--- src/rtl/alu_nzcv_pipe.sv ---
// -----------------------------------------------------------------------------
// alu_nzcv_pipe
//
// Registered NZCV ALU. It sits between operand fetch and writeback. It accepts
// one operation per cycle over a valid/ready handshake and presents the result
// one cycle later. It also holds an architectural NZCV flags register, which
// later conditional instructions read.
//
// Opcodes (i_alu_ctrl):
//   000 ADD   a + b
//   001 SUB   a - b            (a + ~b + 1)
//   010 AND   a & b
//   011 ORR   a | b
//   100 ADC   a + b + C
//   101 SBC   a - b - !C       (a + ~b + C)
//   110 EOR   a ^ b
//   111 MOV   b
//
// Ports:
//   i_clk        clock; all state updates on the rising edge
//   i_rst        synchronous active-high reset
//   i_valid      upstream operation valid
//   o_ready      operation can be accepted this cycle (~o_valid | i_ready)
//   i_a, i_b     operands, N bits
//   i_alu_ctrl   opcode, see table above
//   i_set_flags  1: load the flags register with this operation's flags
//   o_valid      o_result holds a completed operation
//   i_ready      downstream takes o_result
//   o_result     registered result, N bits
//   o_nzcv       flags register {N, Z, C, V}
// -----------------------------------------------------------------------------
module alu_nzcv_pipe #(
    parameter int N = 64
) (
    input  logic         i_clk,
    input  logic         i_rst,
    input  logic         i_valid,
    output logic         o_ready,
    input  logic [N-1:0] i_a,
    input  logic [N-1:0] i_b,
    input  logic [2:0]   i_alu_ctrl,
    input  logic         i_set_flags,
    output logic         o_valid,
    input  logic         i_ready,
    output logic [N-1:0] o_result,
    output logic [3:0]   o_nzcv
);

    localparam logic [2:0] OP_ADD = 3'b000;
    localparam logic [2:0] OP_SUB = 3'b001;
    localparam logic [2:0] OP_AND = 3'b010;
    localparam logic [2:0] OP_ORR = 3'b011;
    localparam logic [2:0] OP_ADC = 3'b100;
    localparam logic [2:0] OP_SBC = 3'b101;
    localparam logic [2:0] OP_EOR = 3'b110;
    localparam logic [2:0] OP_MOV = 3'b111;

    // Overflow means both addends have the same sign and the sum has the
    // other sign. b_eff is the operand after the optional inversion for
    // subtraction, so this one rule serves all four arithmetic opcodes.
    function automatic logic [3:0] arith_flags(
        input logic [N-1:0] a,
        input logic [N-1:0] b_eff,
        input logic [N-1:0] res,
        input logic         cout
    );
        logic n_f;
        logic z_f;
        logic v_f;
        n_f = res[N-1];
        z_f = (res == '0);
        v_f = (a[N-1] == b_eff[N-1]) && (res[N-1] != a[N-1]);
        return {n_f, z_f, cout, v_f};
    endfunction

    // Logical ops and MOV clear C and V.
    function automatic logic [3:0] logic_flags(input logic [N-1:0] res);
        return {res[N-1], (res == '0), 1'b0, 1'b0};
    endfunction

    // -------------------------------------------------------------------------
    // Control and registered state
    // -------------------------------------------------------------------------
    logic         vld_p1;
    logic [N-1:0] result_p1;
    logic [3:0]   flags_p1;
    logic         accept_p0;

    assign o_ready   = ~vld_p1 | i_ready;
    assign accept_p0 = i_valid & o_ready;

    // -------------------------------------------------------------------------
    // Stage p0: operand conditioning and compute
    // -------------------------------------------------------------------------
    logic         is_arith_p0;
    logic         is_sub_p0;
    logic         cin_p0;
    logic [N-1:0] b_eff_p0;
    logic [N:0]   sum_p0;
    logic [N-1:0] logic_res_p0;
    logic [N-1:0] res_p0;
    logic [3:0]   flags_p0;

    // Arithmetic opcodes all have ctrl[1]=0. Subtraction has ctrl[0]=1 within
    // that group. ADD/SUB take their carry-in from ctrl[0] (0 for ADD, 1 for
    // SUB). ADC/SBC take the carry-in from the flags register as it currently
    // stands. A flag-setting op accepted on the previous edge has already
    // written that register, so the C it produced is visible here.
    assign is_arith_p0 = ~i_alu_ctrl[1];
    assign is_sub_p0   = is_arith_p0 & i_alu_ctrl[0];
    assign cin_p0      = i_alu_ctrl[2] ? flags_p1[1] : i_alu_ctrl[0];
    assign b_eff_p0    = is_sub_p0 ? ~i_b : i_b;

    // Computed at N+1 bits so that the top bit is the carry-out.
    assign sum_p0 = {1'b0, i_a} + {1'b0, b_eff_p0} + {{N{1'b0}}, cin_p0};

    always_comb begin
        logic_res_p0 = '0;
        case (i_alu_ctrl)
            OP_AND:  logic_res_p0 = i_a & i_b;
            OP_ORR:  logic_res_p0 = i_a | i_b;
            OP_EOR:  logic_res_p0 = i_a ^ i_b;
            OP_MOV:  logic_res_p0 = i_b;
            OP_ADD, OP_SUB, OP_ADC, OP_SBC: logic_res_p0 = '0;
            default: logic_res_p0 = '0;
        endcase
    end

    always_comb begin
        res_p0   = '0;
        flags_p0 = '0;
        if (is_arith_p0) begin
            res_p0   = sum_p0[N-1:0];
            flags_p0 = arith_flags(i_a, b_eff_p0, sum_p0[N-1:0], sum_p0[N]);
        end else begin
            res_p0   = logic_res_p0;
            flags_p0 = logic_flags(logic_res_p0);
        end
    end

    // -------------------------------------------------------------------------
    // Stage p1: output register and architectural flags
    // -------------------------------------------------------------------------
    // Reset takes priority over an accept in the same cycle. It also drops any
    // result that is still waiting for downstream.
    always_ff @(posedge i_clk) begin
        if (i_rst) begin
            vld_p1    <= 1'b0;
            result_p1 <= '0;
            flags_p1  <= 4'b0000;
        end else if (accept_p0) begin
            vld_p1    <= 1'b1;
            result_p1 <= res_p0;
            if (i_set_flags) begin
                flags_p1 <= flags_p0;
            end
        end else if (i_ready) begin
            vld_p1 <= 1'b0;
        end
    end

    assign o_valid  = vld_p1;
    assign o_result = result_p1;
    assign o_nzcv   = flags_p1;

endmodule

--- config.mk ---
export PLATFORM = sky130hd
export DESIGN_NAME = alu_nzcv_pipe
export DESIGN_NICKNAME = d
export VERILOG_FILES = /design/src/rtl/alu_nzcv_pipe.sv
export SDC_FILE = /design/constraint.sdc
export NUM_CORES = 1
export LEC_CHECK = 0
export ABC_CLOCK_PERIOD_IN_PS = 16400
export CAP_MARGIN = 0
export CORE_MARGIN = 1
export CORE_UTILIZATION = 44
export DETAILED_ROUTE_END_ITERATION = 6
export MAX_ROUTING_LAYER = met4
export PLACE_DENSITY = 0.68
export SLEW_MARGIN = 20
export SYNTH_ARGS = -nofsm -noshare
export SYNTH_HDL_FRONTEND = slang
export SYNTH_SLANG_ARGS = --single-unit
--- constraint.sdc ---
create_clock -name i_clk -period 16.4 [get_ports i_clk]
set_input_delay 4.92 -clock i_clk [delete_from_list [all_inputs] [get_ports i_clk]]
set_output_delay 4.92 -clock i_clk [all_outputs]
set_load 0.005 [all_outputs]
# Word-level counts from Yosys, hierarchy flattened
# Index checks and enable logic that the tools add are counted.
# totals
reg_bits	69
# op_classes
muxes	7
reduce_logical	7
eq_ne	9
n_bitwise	9
addsub	2
# op_table
cell	count
one-hot mux 64 bit (5 select lines)	1
logical NOT 64 bit	2
two-way mux 64 bit	2
adder 64 x 64 -> 65 bit	1
adder 65 x 1 -> 65 bit	1
AND 64 bit	1
NOT 64 bit	1
OR 64 bit	1
XOR 64 bit	1
equality test 3 bit, second input constant	4
equality test 3 x 2 -> 1 bit, second input constant	2
two-way mux 4 bit	1
OR reduction 4 bit	1
equality test 3 x 1 -> 1 bit, second input constant	1
logical NOT 3 bit	1
two-way mux 1 bit	3
AND 1 bit	2
NOT 1 bit	2
AND reduction 2 bit	1
nonzero test 2 bit	1
equality test 1 bit	1
logical AND 1 bit	1
inequality test 1 bit	1
OR 1 bit	1

# Longest topological paths before layout
# depth
word_depth	8
depth_mapped	20

# Least setup slack after synthesis
# OpenSTA, ideal clock, no wires.
# synth_path
path_type	input -> register
start	input i_alu_ctrl[0]
end	register flags_p1[2], in the netlist o_nzcv[2]
path_buffers	3
path_stages	18
slack_ns	6.165
arrival_time_ns	10.176
path_cell_list	buf_1 > clkbuf_1 > buf_1 > nand2_1 > xnor2_1 > fa_1 > fa_1 > nand2b_1 > a21oi_1 > o211ai_1 > a2111oi_1 > o21ai_1 > o211ai_1 > mux2_2 > a311o_2 > nor4_1 > nand4_1 > nand2_1
# synth_via
elab_chain_cells	6
word_cells_on_any_way	18
cone_classes	add/sub (2); eq/ne (7); mux (4); bitwise (1); reduce/logical (4)
# synth_lines
item	line	text
from (decl)	41	input logic [2:0] i_alu_ctrl,
AND 1 bit	110	assign is_sub_p0 = is_arith_p0 & i_alu_ctrl[0];
two-way mux 64 bit	112	assign b_eff_p0 = is_sub_p0 ? ~i_b : i_b;
adder 64 x 64 -> 65 bit	115	assign sum_p0 = {1'b0, i_a} + {1'b0, b_eff_p0} + {{N{1'b0}}, cin_p0};
adder 65 x 1 -> 65 bit	115	
logical NOT 64 bit	71	z_f = (res == '0);
two-way mux 4 bit *	132	if (is_arith_p0) begin
to (signal assigned)	155	flags_p1 <= flags_p0;
to (decl)	86	logic [3:0] flags_p1;
# Mark *: on every way between the ends. The rest lies on a longest branch, timed or not.
# A chain may end at the register's enable or synchronous reset.

# Worst setup path after layout
# layout_path
start	input i_alu_ctrl[1]
end	register flags_p1[2], in the netlist o_nzcv[2]
# layout_via
elab_chain_cells	7
word_cells_on_any_way	18
cone_classes	add/sub (2); eq/ne (7); mux (3); bitwise (2); reduce/logical (4)
# layout_lines
item	line	text
NOT 1 bit	109	assign is_arith_p0 = ~i_alu_ctrl[1];
AND 1 bit	110	
two-way mux 64 bit	112	
adder 64 x 64 -> 65 bit	115	
adder 65 x 1 -> 65 bit	115	
logical NOT 64 bit	71	
two-way mux 4 bit *	132	
# Marks and branches as above.

==> run summary <==
Yosys top cell area share -> 19.5%
GRT Residual Overflow -> 0
Commonest cells post-synth -> inv_1 (207), ha_1 (191), nand2_1 (127)
Worst EP required -> 16.70 ns
CTS root buffer -> clkbuf_16
most numerous cell in the Yosys netlist -> inv_1
worst slew pin tran -> 0.959 ns
Post-synth EDFFs -> 0
hold_buf cts -> 0
GRT met3 Usage -> 5.00%
Post-Syn Area per Cell -> 7.76 sq um
crit path max fanout -> 40
Initial Util -> 45.2%
GP Congestion -> 0.969
gr busiest metal -> met2
crit share post-route -> 69.4%
CP Capture Type -> flip-flop
Crit path largest cell delay -> 0.81 ns
Setup Skew -> 0.0105 ns
grt met1 use -> 45.0%
Gate Count Post-Synth -> 1582
Leakage -> 0.00640 uW
final instance area -> 0.0149 sq mm
register area share after synthesis -> 11.3%
worst setup path startpoint -> i_alu_ctrl[1]
final setup fails -> 0
via count -> 12590
CTS tree -> yes
Unique masters post-synth -> 86
RSZ-0062 raised after global routing -> false
NumNets Final -> 2053
Yosys top cell by area -> ha_1
Ports -> 206
TritonCTS Sinks -> 69
status -> finished clean
R2R Setup Slk -> 11.15 ns
Post-Syn Area -> 0.0123 sq mm
dpl cell area -> 0.0145 sq mm
total wire length -> 45500 um
Num CTS Buffers -> 9
Place WS -> 4.78 ns
die width -> 169 um
critical-path cell list -> buf_2 -> buf_4 -> inv_2 -> nand2_4 -> xnor2_1 -> fa_1 -> fa_1 -> nand2b_1 -> a21oi_1 -> o211ai_1 -> a2111oi_1 -> o21ai_1 -> o211ai_1 -> mux2_2 -> a311o_2 -> nor4_1 -> nand4_1 -> nand2_1
critical path's slowest cell -> a2111oi_1
Slew Viols, Final -> 0
Final Hold Fails -> 0
synth-to-layout area growth -> 21.1%
FF-to-FF Start -> o_nzcv[1]$_SDFFE_PP0P_
worst vdd ir -> 0.0450 mV
Final WS setup -> 5.02 ns
input/output buffers -> 205
Max Cap Viol -> 0
drt wl/cell -> 21.7 um
WS Path Type -> in -> reg
die area -> 0.0286 sq mm
remaining antenna violation count after routing -> 0
Total GRT Usage -> 32.7%
Final HPWL DP -> 37500 um
clk_lat worst skew -> 0.36 ns
Via density -> 5.99
worst r2r dst -> o_nzcv[2]$_SDFFE_PP0P_
Area contributors post-synth -> ha_1 (19%), mux4_2 (12%), dfxtp_1 (11%)
Max-slew headroom -> 35.1%
fmax -> 0.0879 GHz
path depth of the worst reg2reg path -> 14
TNS Setup -> 0 ns
#FFs+latches synth -> 69
post-synth net total -> 1911
GR Util met2 -> 50.6%
first-pass detailed-route iteration total -> 5
DRC viols -> 0
Max Buffers Root-to-Sink -> 2
pwr dens -> 69.2 mW/mm^2
Worst-path clk slew -> 0.07 ns
initial antenna violation count -> 0
row count -> 60
first-pass GRT wire length -> 69400 um
min cycle time layout -> 11.38 ns
vias in the first global route -> 11613
initial DRC count -> 1075
number of diodes -> 0
crit path capture -> o_nzcv[2]$_SDFFE_PP0P_
critical path arrival -> 11.68 ns
die height -> 169 um
element type at the critical path start -> primary input
Async SR Flop Fraction -> 0%
Core ar. -> 0.0272 sq mm
H-Tree Depth -> 3
Synth Flop Type -> dfxtp_1
setup bufs post-CTS -> 0
post_cts resized -> 0
Tightest Hold Check Type -> reg -> reg
Synth Warn # -> 0
share of cells above drive strength 1 -> 7.69%
largest net degree at the start of global routing -> 59
-- routing by layer --
metal | routed length, um | share of wire [%] | vias to the layer above
li1 | - | - | 6006
met1 | 21200 | 47 | 6061
met2 | 20200 | 44 | 473
met3 | 3220 | 7.1 | 50
met4 | 931 | 2.0 | 0
met5 | 0 | 0 | -
-- final cells by class --
type	instances	area, sq um
Clock buffer	9	225
Clock inverter	7	130
Fill cell	2640	12300
Inverter	208	781
Multi-Input combinational cell	1222	9780
Sequential cell	69	1380
Tap cell	372	465
Timing Repair Buffer	214	2100
-- placed cells by master, fill, tap and decap left out, types with 12 or more instances in the layout --
cell type          n
mux2i_1           12
o211ai_1          35
nor4_1            22
ha_1             191
xnor2_1           88
mux4_2            64
a21o_1            22
clkdlybuf4s50_1  201
nor2_1           115
or3_1             13
a211oi_1          27
nor3_1            29
nand4_1           33
o21ai_0           83
nand3_1           29
nand2_1          126
dfxtp_1           69
a21oi_1          109
inv_1            207
a311oi_1          12
o21a_1            17
-- flip-flops by register name, indices dropped and copies added, names as in the netlist --
signal / flops
o_result: 64
o_valid: 1
o_nzcv: 4
-- critical path: cells and delay by family --
kind                       cells  cell delay [ns]
adders and majority gates      2             0.85
buffers and inverters          3             1.03
AOI/OAI and AO/OA              6             2.62
and+or+nand+nor                5             1.52
muxes                          1             0.38
xor gates and xnor gates       1             0.32
-- report_power, final --
| group | switching, uW | total, uW | internal (uW) |
|---|---|---|---|
| registers | 9.69 | 194 | 184 |
| logic | 348 | 591 | 243 |
| clock network | 91.9 | 244 | 152 |
-- through the flow --
stage | cells | power (uW) | util [%] | hold slack [ns]
2_1_floorplan | 1582 | 559 | - | 0.448
3_3_place_gp | 2085 | 771 | 53.4 | 0.442
3_5_place_dp | 2085 | 775 | 53.4 | 0.449
4_1_cts | 2101 | 1020 | 54.7 | 0.458
5_1_grt | 2101 | 1090 | 54.7 | 0.476
6_report | 2101 | 1030 | 54.7 | 0.460
-- worst min-delay path by stage --
stage                     slack (ns)                        end                       from  cells past startpoint
final                           0.46  o_result[24]$_SDFFE_PP0P_  o_result[24]$_SDFFE_PP0P_                      2
after global routing            0.48  o_result[24]$_SDFFE_PP0P_  o_result[24]$_SDFFE_PP0P_                      2
after CTS                       0.46  o_result[24]$_SDFFE_PP0P_  o_result[24]$_SDFFE_PP0P_                      2
after global placement          0.44  o_result[43]$_SDFFE_PP0P_  o_result[43]$_SDFFE_PP0P_                      2
after floorplan                 0.45  o_result[50]$_SDFFE_PP0P_  o_result[50]$_SDFFE_PP0P_                      2
after detailed placement        0.45  o_result[24]$_SDFFE_PP0P_  o_result[24]$_SDFFE_PP0P_                      2
-- cell families (layout without fill, tap and decap cells) --
family / count (synthesis) / in the layout / share of synthesized area [%]
simple gates: 437 / 437 / 17.2
compound gates: 415 / 415 / 22.6
buf+inv: 291 / 438 / 9.15
fa+ha+maj: 193 / 193 / 19.8
xor+xnor: 99 / 99 / 7.07
mux: 78 / 78 / 12.9
flops: 69 / 69 / 11.3
(Power assumes the default switching activity.)
